[src/rtl/mem_arb_pkg.sv]
// -----------------------------------------------------------------------------
// mem_arb_pkg
// Shared types and constants for the two-port memory arbiter.
//   state_e        : arbiter FSM states (IDLE -> ISSUE -> RESP -> IDLE)
//   CONSOLE_ADDR_DEFAULT : default byte address of the console write register
//   aw_from_bytes  : RAM word-address width for a RAM of the given byte size
// -----------------------------------------------------------------------------
package mem_arb_pkg;

  typedef enum logic [1:0] {
    IDLE  = 2'd0,
    ISSUE = 2'd1,
    RESP  = 2'd2
  } state_e;

  localparam logic [31:0] CONSOLE_ADDR_DEFAULT = 32'h1000_0000;

  // Word-address width: log2(mem_bytes / 4); mem_bytes is a power of two >= 8.
  function automatic int unsigned aw_from_bytes(input int unsigned mem_bytes);
    return $clog2(mem_bytes / 32'd4);
  endfunction

endpackage

[src/rtl/mem_arb_rr.sv]
// -----------------------------------------------------------------------------
// mem_arb_rr
// Two-request picker with a last-grant register.
//   clk_i        : clock
//   resetn_i     : synchronous active-low reset (last grant -> 1, so port 0
//                  wins the first contended pick)
//   req_i[1:0]   : per-port request
//   update_i     : load the current pick into the last-grant register
//   grant_o      : combinational pick (0 = port 0, 1 = port 1)
//   last_grant_o : registered last grant; equals the active grant while a
//                  transaction is in flight
// RR_EN = 1 alternates on contention; RR_EN = 0 lets port 0 always win.
// -----------------------------------------------------------------------------
module mem_arb_rr #(
  parameter bit RR_EN = 1'b1
) (
  input  logic       clk_i,
  input  logic       resetn_i,
  input  logic [1:0] req_i,
  input  logic       update_i,
  output logic       grant_o,
  output logic       last_grant_o
);

  logic last_grant_q;
  logic last_grant_d;

  // Grant selection and last-grant next state
  always_comb begin
    grant_o      = 1'b0;
    last_grant_d = last_grant_q;
    if (RR_EN && (req_i == 2'b11)) begin
      grant_o = ~last_grant_q;
    end else if (req_i[0]) begin
      grant_o = 1'b0;
    end else if (req_i[1]) begin
      grant_o = 1'b1;
    end else begin
      grant_o = 1'b0;
    end
    if (update_i) begin
      last_grant_d = grant_o;
    end else begin
      last_grant_d = last_grant_q;
    end
  end

  // Last-grant register
  always_ff @(posedge clk_i) begin
    if (!resetn_i) begin
      last_grant_q <= 1'b1;
    end else begin
      last_grant_q <= last_grant_d;
    end
  end

  assign last_grant_o = last_grant_q;

endmodule

[src/rtl/mem_arbiter2.sv]
// -----------------------------------------------------------------------------
// mem_arbiter2
// Shares one single-port synchronous RAM between two picorv32-style native
// memory requesters (port 0 = CPU, port 1 = DMA/loader) and decodes a console
// MMIO write register to a byte stream.
//
// Ports:
//   clk, resetn                 : clock, synchronous active-low reset
//   mN_valid/addr/wdata/wstrb   : requester N request (wstrb == 0 -> read)
//   mN_ready/rdata              : one-cycle completion pulse and read data
//   ram_en/addr/wdata/wstrb     : RAM access (word address, byte enables)
//   ram_rdata                   : RAM read data, one cycle after ram_en
//   con_valid/con_data          : console byte strobe and byte
//   bus_err                     : sticky out-of-range flag (MEM_ARB_ERR_EN only)
//
// Configuration macro: MEM_ARB_ERR_EN
//   defined   : addresses >= MEM_BYTES (other than the console) are rejected,
//               read as zero, and set the sticky bus_err output.
//   undefined : no bus_err port; addresses alias modulo MEM_BYTES.
//
// Every transaction is IDLE -> ISSUE -> RESP -> IDLE; all outputs are
// registered, so ready is visible in the cycle after the RESP state.
// -----------------------------------------------------------------------------
module mem_arbiter2
  import mem_arb_pkg::*;
#(
  parameter int unsigned MEM_BYTES     = 262144,
  parameter logic [31:0] CONSOLE_ADDR  = CONSOLE_ADDR_DEFAULT,
  parameter int unsigned RR_EN_DEFAULT = 1
) (
  input  logic        clk,
  input  logic        resetn,
  input  logic        m0_valid,
  input  logic [31:0] m0_addr,
  input  logic [31:0] m0_wdata,
  input  logic [3:0]  m0_wstrb,
  output logic        m0_ready,
  output logic [31:0] m0_rdata,
  input  logic        m1_valid,
  input  logic [31:0] m1_addr,
  input  logic [31:0] m1_wdata,
  input  logic [3:0]  m1_wstrb,
  output logic        m1_ready,
  output logic [31:0] m1_rdata,
  output logic        ram_en,
  output logic [aw_from_bytes(MEM_BYTES)-1:0] ram_addr,
  output logic [31:0] ram_wdata,
  output logic [3:0]  ram_wstrb,
  input  logic [31:0] ram_rdata,
`ifdef MEM_ARB_ERR_EN
  output logic        bus_err,
`endif
  output logic        con_valid,
  output logic [7:0]  con_data
);

  localparam int unsigned AW = aw_from_bytes(MEM_BYTES);

  state_e         state_q, state_d;
  logic           m0_ready_q, m0_ready_d;
  logic           m1_ready_q, m1_ready_d;
  logic [31:0]    m0_rdata_q, m0_rdata_d;
  logic [31:0]    m1_rdata_q, m1_rdata_d;
  logic           ram_en_q, ram_en_d;
  logic [AW-1:0]  ram_addr_q, ram_addr_d;
  logic [31:0]    ram_wdata_q, ram_wdata_d;
  logic [3:0]     ram_wstrb_q, ram_wstrb_d;
  logic           con_valid_q, con_valid_d;
  logic [7:0]     con_data_q, con_data_d;
  // Set when the in-flight access is a RAM read, so RESP returns RAM data.
  logic           rd_ram_q, rd_ram_d;
`ifdef MEM_ARB_ERR_EN
  logic           bus_err_q, bus_err_d;
`endif

  logic [1:0]     req;
  logic           pick;
  logic           cur_grant;
  logic           take;
  logic [31:0]    sel_addr;
  logic [31:0]    sel_wdata;
  logic [3:0]     sel_wstrb;
  logic           sel_is_con;
  logic           sel_is_wr;
  logic           sel_oor;

  // A port whose ready is high this cycle still shows valid (the requester
  // drops it on the closing edge), so it is masked to avoid a phantom repeat.
  assign req  = {m1_valid & ~m1_ready_q, m0_valid & ~m0_ready_q};
  assign take = (state_q == IDLE) && (req != 2'b00);

  mem_arb_rr #(
    .RR_EN (RR_EN_DEFAULT != 0)
  ) u_rr (
    .clk_i        (clk),
    .resetn_i     (resetn),
    .req_i        (req),
    .update_i     (take),
    .grant_o      (pick),
    .last_grant_o (cur_grant)
  );

  assign sel_addr   = pick ? m1_addr  : m0_addr;
  assign sel_wdata  = pick ? m1_wdata : m0_wdata;
  assign sel_wstrb  = pick ? m1_wstrb : m0_wstrb;
  assign sel_is_con = (sel_addr == CONSOLE_ADDR);
  assign sel_is_wr  = (sel_wstrb != 4'b0000);

`ifdef MEM_ARB_ERR_EN
  localparam logic [32:0] MEM_LIMIT = 33'(MEM_BYTES);
  assign sel_oor = ({1'b0, sel_addr} >= MEM_LIMIT);
`else
  assign sel_oor = 1'b0;
`endif

  // FSM next state and registered-output next values
  always_comb begin
    state_d     = state_q;
    m0_ready_d  = 1'b0;
    m1_ready_d  = 1'b0;
    m0_rdata_d  = m0_rdata_q;
    m1_rdata_d  = m1_rdata_q;
    ram_en_d    = 1'b0;
    ram_addr_d  = ram_addr_q;
    ram_wdata_d = ram_wdata_q;
    ram_wstrb_d = ram_wstrb_q;
    con_valid_d = 1'b0;
    con_data_d  = con_data_q;
    rd_ram_d    = rd_ram_q;
`ifdef MEM_ARB_ERR_EN
    bus_err_d   = bus_err_q;
`endif
    case (state_q)
      IDLE: begin
        if (take) begin
          state_d     = ISSUE;
          ram_addr_d  = sel_addr[AW+1:2];
          ram_wdata_d = sel_wdata;
          ram_wstrb_d = sel_wstrb;
          rd_ram_d    = 1'b0;
          if (sel_is_con) begin
            // Console: writes emit a byte, reads return zero; never hits RAM.
            if (sel_is_wr) begin
              con_valid_d = 1'b1;
              con_data_d  = sel_wdata[7:0];
            end else begin
              con_valid_d = 1'b0;
            end
          end else if (sel_oor) begin
            // Rejected access: no RAM cycle, response is zero.
`ifdef MEM_ARB_ERR_EN
            bus_err_d = 1'b1;
`endif
          end else begin
            ram_en_d = 1'b1;
            rd_ram_d = ~sel_is_wr;
          end
        end else begin
          state_d = IDLE;
        end
      end
      ISSUE: begin
        state_d = RESP;
      end
      RESP: begin
        // RAM data for the ISSUE-cycle read is on ram_rdata now.
        state_d = IDLE;
        if (cur_grant) begin
          m1_ready_d = 1'b1;
          m1_rdata_d = rd_ram_q ? ram_rdata : 32'h0000_0000;
        end else begin
          m0_ready_d = 1'b1;
          m0_rdata_d = rd_ram_q ? ram_rdata : 32'h0000_0000;
        end
      end
      default: begin
        state_d = IDLE;
      end
    endcase
  end

  // State and output registers
  always_ff @(posedge clk) begin
    if (!resetn) begin
      state_q     <= IDLE;
      m0_ready_q  <= 1'b0;
      m1_ready_q  <= 1'b0;
      m0_rdata_q  <= 32'h0000_0000;
      m1_rdata_q  <= 32'h0000_0000;
      ram_en_q    <= 1'b0;
      ram_addr_q  <= '0;
      ram_wdata_q <= 32'h0000_0000;
      ram_wstrb_q <= 4'b0000;
      con_valid_q <= 1'b0;
      con_data_q  <= 8'h00;
      rd_ram_q    <= 1'b0;
`ifdef MEM_ARB_ERR_EN
      bus_err_q   <= 1'b0;
`endif
    end else begin
      state_q     <= state_d;
      m0_ready_q  <= m0_ready_d;
      m1_ready_q  <= m1_ready_d;
      m0_rdata_q  <= m0_rdata_d;
      m1_rdata_q  <= m1_rdata_d;
      ram_en_q    <= ram_en_d;
      ram_addr_q  <= ram_addr_d;
      ram_wdata_q <= ram_wdata_d;
      ram_wstrb_q <= ram_wstrb_d;
      con_valid_q <= con_valid_d;
      con_data_q  <= con_data_d;
      rd_ram_q    <= rd_ram_d;
`ifdef MEM_ARB_ERR_EN
      bus_err_q   <= bus_err_d;
`endif
    end
  end

  assign m0_ready  = m0_ready_q;
  assign m1_ready  = m1_ready_q;
  assign m0_rdata  = m0_rdata_q;
  assign m1_rdata  = m1_rdata_q;
  assign ram_en    = ram_en_q;
  assign ram_addr  = ram_addr_q;
  assign ram_wdata = ram_wdata_q;
  assign ram_wstrb = ram_wstrb_q;
  assign con_valid = con_valid_q;
  assign con_data  = con_data_q;
`ifdef MEM_ARB_ERR_EN
  assign bus_err   = bus_err_q;
`endif

endmodule

[config.mk]
export PLATFORM = sky130hd
export DESIGN_NAME = mem_arbiter2
export DESIGN_NICKNAME = d
export VERILOG_FILES = /design/src/rtl/mem_arb_pkg.sv /design/src/rtl/mem_arb_rr.sv /design/src/rtl/mem_arbiter2.sv
export SDC_FILE = /design/constraint.sdc
export NUM_CORES = 1
export LEC_CHECK = 0
export CAP_MARGIN = 20
export CELL_PAD_IN_SITES_DETAIL_PLACEMENT = 1
export CELL_PAD_IN_SITES_GLOBAL_PLACEMENT = 1
export CORE_MARGIN = 2
export CORE_UTILIZATION = 27
export CTS_BUF_LIST = sky130_fd_sc_hd__clkbuf_8
export CTS_CLUSTER_DIAMETER = 60
export DETAILED_ROUTE_END_ITERATION = 8
export PLACE_DENSITY_LB_ADDON = 0.1
export SKIP_CTS_REPAIR_TIMING = 1
export SLEW_MARGIN = 20
export SYNTH_ARGS = -nofsm -noshare
export SYNTH_HDL_FRONTEND = slang
export SYNTH_SLANG_ARGS = --single-unit
[constraint.sdc]
create_clock -name clk -period 2.6 [get_ports clk]
set_input_delay 0.65 -clock clk [delete_from_list [all_inputs] [get_ports clk]]
set_output_delay 0.65 -clock clk [all_outputs]
set_load 0.005 [all_outputs]
==> results.json, run 1 <==
{
  "min_path_cells": 2,
  "core_area_um2": 19500,
  "track_usage_pct": 21.0,
  "fin_util_pct": 46.8,
  "maxClockFrequency_ghz": 0.429,
  "slew_viol_final": 0,
  "cts_tree": "built",
  "fillerInstances": 2262,
  "critPathMaxFanout": 8,
  "slew-limit-headroom_pct": 47.6,
  "p_per_area_nw_per_um2": 557,
  "die_x_um": 145,
  "synthDistinctLibCells": 30,
  "maxCapViolCount": 0,
  "path_class": "in2reg",
  "cts_sinks": 132,
  "cts_made_buffers": 17,
  "antenna_found_initial": 0,
  "drt_first_iter_violations": 248,
  "worst_pin_slew_ns": 0.786,
  "grt_max_degree": 128,
  "ys.flop_type": "dfxtp_1",
  "wl_met2_mm": 11.3,
  "fin_crit_ns": 2.33,
  "routedWlPerCell_um": 18.1,
  "final.setup.tns_ns": 0,
  "grt_pass1_wl_mm": 33.7,
  "ctsRootBufferMaster": "clkbuf_8",
  "drt_pass1_iterations": 4,
  "initial_utilization_pct": 27.5,
  "ios": 300,
  "dr_wl_met3_mm": 1.47,
  "grt_pass1_vias": 6427,
  "syn-num-nets": 837,
  "vias_per_cell": 4.91,
  "seq_area_frac_synth_pct": 49.4,
  "finClkSkew_ns": 0.0136,
  "dp_slack_ns": -0.220,
  "endpoint_kind": "register",
  "insertion_delay_ns": 0.45,
  "startpoint_type": "input pin",
  "setup_viol": 0,
  "fin_ws_ns": 0.270,
  "design_area_um2": 9100,
  "finalWirelength_mm": 22.1,
  "num_rows": 51,
  "multi_input_area_um2": 2470,
  "via_count": 5999,
  "nets": 1117,
  "drive_gt1_share_pct": 7.11,
  "ys_ff_latch": 132,
  "ir_drop_uv": 301,
  "die_y_um": 145,
  "p_total_mw": 5.07,
  "ant_nets": 0,
  "synthCells": 665,
  "hp-class": "reg2reg",
  "status": "finished, final reports clean",
  "grt.overflow.total": 0,
  "hpwl_mm": 16.5,
  "drc": 0,
  "hold_ws_ns": 0.457,
  "htree_levels": 4,
  "die_area_um2": 20900,
  "ys_async_sr_fraction_pct": 0,
  "reg2reg_depth": 6,
  "highest_layer": "met4",
  "dp_cells": 1191,
  "wl_met1_mm": 8.64,
  "synth_edf_count": 0,
  "routabilityCongestion": 0.847,
  "fin_crit_sh_pct": 89.6,
  "diodes": 0,
  "io_buffers": 299,
  "syn_area_per_cell_um2": 8.04,
  "p_leak_nw": 3.14,
  "clk_path_buf_depth": 2,
  "syn_to_final_growth_pct": 70.3,
  "synthesis.area_um2": 5340,
  "worstPathArrival_ns": 2.64,
  "cp_data_required_time_ns": 2.91,
  "final_cells": 1222,
  "clk_pin_slew_ns": 0.08,
  "regArea_um2": 2640,
  "grt_setup_unrepaired": "no",
  "ys_warn_count": 0,
  "place_area_um2": 8670,
  "hold_viol_final": 0
}
## cell usage in the layout, fill, tap and decap left out, drive strengths merged, types with 4 or more instances in the layout
master,instances
nor4,19
nand3,65
dfxtp,132
a311oi,60
nand4,4
clkinv,4
nor2,58
nor3,11
clkinvlp,4
buf,21
bufinv,4
clkdlybuf4s50,299
a21oi,65
clkbuf,18
nand2,174
## synthesized netlist by cell type, types with 4 or more instances
cell type    n  area share (%)
a311oi_1    60             9.8
nor3_1      10            0.94
buf_2       12             1.1
nand3_1     65             6.1
nor4_2       5             1.2
nor2_1      58             4.1
nand2_1    174              12
dfxtp_1    132              49
nor4_1      12             1.4
a21oi_1     64             6.0
nand4_1      4            0.47
clkbuf_1    42             3.0
buf_1        4            0.28
## cells by family (layout without fill, tap and decap cells)
logic type / after synthesis / after routing / share of synthesized area [%]
AND/OR/NAND/NOR: 345 / 345 / 29.5
flip-flops: 132 / 132 / 49.4
buffers and inverters: 60 / 352 / 4.64
AO/OA/AOI/OAI: 128 / 128 / 16.4
## state kept, by name, summed over array words and instances (netlist names)
name / flops
ram_wdata: 32
m0_rdata: 32
m1_rdata: 32
m0_ready: 1
ram_addr: 16
u_rr.last_grant_o: 1
ram_en: 1
con_data: 8
ram_wstrb: 4
rd_ram_q: 1
m1_ready: 1
state_q: 2
con_valid: 1
## routing by layer
| metal | GRT usage (%) | up-vias |
|---|---|---|
| met3 | 6.55 | 35 |
| met5 | 0 | - |
| met4 | 8.89 | 0 |
| met1 | 22.5 | 2831 |
| met2 | 37.9 | 228 |
| li1 | - | 2905 |
## where the power goes
group | leakage, nW | internal [mW] | switching (mW) | total, mW
clock network | 0.208 | 1.06 | 0.850 | 1.91
registers | 1.08 | 2.13 | 0.0694 | 2.20
logic | 1.85 | 0.538 | 0.423 | 0.961
total | 3.14 | 3.73 | 1.34 | 5.07
## critical path, cell delays in order
cell,delay (ns)
clkdlybuf4s50_1,0.42
nor4_1,0.38
nand4_1,0.21
buf_4,0.20
nor4_4,0.29
or2_1,0.32
a311oi_1,0.15
## path summary, 6_finish.rpt
kind                              startpoint            to  slack [ns]
worst max-delay path             m1_addr[12]   con_data[4]        0.27
worst min-delay path            m0_rdata[15]  m0_rdata[15]        0.46
worst max register to register      m0_ready   ram_addr[7]        0.80
worst min register to register  m0_rdata[15]  m0_rdata[15]        0.46
## layout make-up
type                            count  area share (%)
Clock buffer                       18            2.72
Clock inverter                     13            2.03
Inverter                            1          0.0687
Multi-Input combinational cell    473            27.2
Sequential cell                   132            29.0
Tap cell                          265            3.64
Timing Repair Buffer              320            35.3
(Power assumes the default switching activity.)
==> inputs of run 2 (changes only) <==
--- a/config.mk
+++ b/config.mk
@@ -5,6 +5,7 @@
 export SDC_FILE = /design/constraint.sdc
 export NUM_CORES = 1
 export LEC_CHECK = 0
+export ABC_AREA = 1
 export CAP_MARGIN = 20
 export CELL_PAD_IN_SITES_DETAIL_PLACEMENT = 1
 export CELL_PAD_IN_SITES_GLOBAL_PLACEMENT = 1
==> results.json, run 2 <==
{
  "die_y_um": 147,
  "drt_pass1_iterations": 4,
  "io_buffers": 299,
  "clk_path_buf_depth": 2,
  "mostFrequentLayoutCell": "clkdlybuf4s50_1",
  "reg2reg_depth": 10,
  "ant_nets": 0,
  "synthesis.area_um2": 5520,
  "routabilityCongestion": 0.772,
  "hold_viol_final": 0,
  "syn-num-nets": 905,
  "ys_ff_latch": 132,
  "maxCapViolCount": 0,
  "status": "finished, final reports clean",
  "diodes": 0,
  "hp-class": "reg2reg",
  "synthTopCellsByArea": "dfxtp_1 (48%), a21oi_1 (11%), o21ai_0 (11%)",
  "multi_input_area_um2": 2520,
  "yosysMostFrequentCell": "dfxtp_1",
  "track_usage_pct": 19.4,
  "maxClockFrequency_ghz": 0.449,
  "initial_utilization_pct": 27.3,
  "rrSetupSlack_ns": 0.67,
  "hpwl_mm": 15.4,
  "ios": 300,
  "slew-limit-headroom_pct": 62.6,
  "cp_data_required_time_ns": 2.93,
  "slew_viol_final": 0,
  "seq_area_frac_synth_pct": 47.9,
  "dp_cells": 1292,
  "cts_sinks": 132,
  "grt_pass1_wl_mm": 33.4,
  "endpoint_kind": "register",
  "grt_setup_unrepaired": "no",
  "core_area_um2": 20200,
  "path_class": "in2reg",
  "ys_warn_count": 0,
  "final_cells": 1324,
  "grt_max_degree": 41,
  "ys_async_sr_fraction_pct": 0,
  "fin_crit_ns": 2.23,
  "clk_pin_slew_ns": 0.08,
  "synth_edf_count": 0,
  "ys.flop_type": "dfxtp_1",
  "regArea_um2": 2640,
  "synth_commonest_cells": "dfxtp_1 (132), nand2_1 (126), a21oi_1 (124)",
  "yosysTopAreaCellShare_pct": 47.9,
  "p_per_area_nw_per_um2": 549,
  "nets": 1213,
  "htree_levels": 4,
  "via_count": 6065,
  "syn_area_per_cell_um2": 7.52,
  "yosysTopAreaCell": "dfxtp_1",
  "synthCells": 733,
  "final_cell_mix": "clkdlybuf4s50_1 (298), dfxtp_1 (132), nand2_1 (125)",
  "vias_per_cell": 4.58,
  "ir_drop_uv": 273,
  "min_path_cells": 1,
  "drc": 0,
  "drive_gt1_share_pct": 9.20,
  "finClkSkew_ns": 0.00959,
  "grt.overflow.total": 0,
  "ctsRootBufferMaster": "clkbuf_8",
  "cts_made_buffers": 17,
  "syn_to_final_growth_pct": 69.6,
  "worst_pin_slew_ns": 0.561,
  "cts_tree": "built",
  "fillerInstances": 2424,
  "die_area_um2": 21600,
  "insertion_delay_ns": 0.44,
  "p_leak_nw": 3.69,
  "antenna_found_initial": 2,
  "worstPathArrival_ns": 2.56,
  "critPathMaxFanout": 28,
  "startpoint_type": "input pin",
  "routedWlPerCell_um": 15.7,
  "synthDistinctLibCells": 28,
  "finalWirelength_mm": 20.8,
  "num_rows": 52,
  "grt_pass1_vias": 6353,
  "setup_viol": 0,
  "fin_crit_sh_pct": 85.6,
  "fin_ws_ns": 0.373,
  "dp_slack_ns": -0.116,
  "die_x_um": 147,
  "drt_first_iter_violations": 184
}
-- run 2: cell types whose count changed after synthesis, moves of 8 or more --
cell / change
nand3_1: -55
nor4_1: -11
nand3b_1: +13
mux2i_1: +8
nand2_1: -48
buf_2: -8
a311oi_1: -60
inv_1: +29
nor2_1: +22
a21oi_1: +60
o21ai_0: +117
-- run 2: worst paths after layout --
path                           from          end
setup / recovery           m1_valid  con_data[6]
setup reg to reg  u_rr.last_grant_o  con_data[6]
hold reg to reg          state_q[1]   state_q[1]
hold / removal           state_q[1]   state_q[1]
-- run 2: logic make-up (layout without fill, tap and decap cells) --
logic type	after synthesis	after routing	synth area share [%]
buf+inv	86	407	6.76
compound gates	248	248	22.6
mux	8	8	1.45
simple gates	259	259	21.3
flops	132	132	47.9
-- run 2: metrics by stage --
stage	total power [mW]	cell area (um^2)	hold slack (ns)	setup TNS [ns]	util, %
finish	5.14	9350	0.453	0	46.4
global route	5.47	9350	0.486	0	46.4
CTS	5.24	9350	0.458	0	46.4
detailed placement	3.49	8970	0.446	-0.829	44.5
global placement	3.48	8970	0.440	-0.559	44.5
floorplan	2.73	5520	0.422	0	-
-- run 2: report_power, final --
group	leakage (nW)	switching, mW	internal, mW
clock	0.188	0.927	0.784
combinational	2.42	0.522	0.671
sequential	1.08	0.0717	2.16
-- run 2: area by class of cell --
class                      count  share of cell area (%)
clock inverter                15                    1.57
clock buffer                  17                    2.50
inverter                      32                    1.28
timing repair buffer         343                    35.9
tap                          270                    3.61
sequential                   132                    28.3
multi-input combinational    515                    26.9
-- run 2: per-layer routing --
metal	wire length [um]	global-route usage [%]	up-vias
met3	1840	7.61	28
met1	8960	23.3	2775
met2	9510	31.8	183
met4	425	6.39	2
met5	16	0	-
li1	-	-	3077
-- run 2: critical path, cell delays in order --
cell	delay, ns
clkdlybuf4s50_1	0.45
inv_1	0.05
nor2_2	0.13
nand2_2	0.09
buf_12	0.16
nand2_1	0.06
o21ai_0	0.10
nand2_1	0.10
nor2_1	0.05
nor2_2	0.43
nand4_1	0.16
nand2_1	0.09
nor2_1	0.04
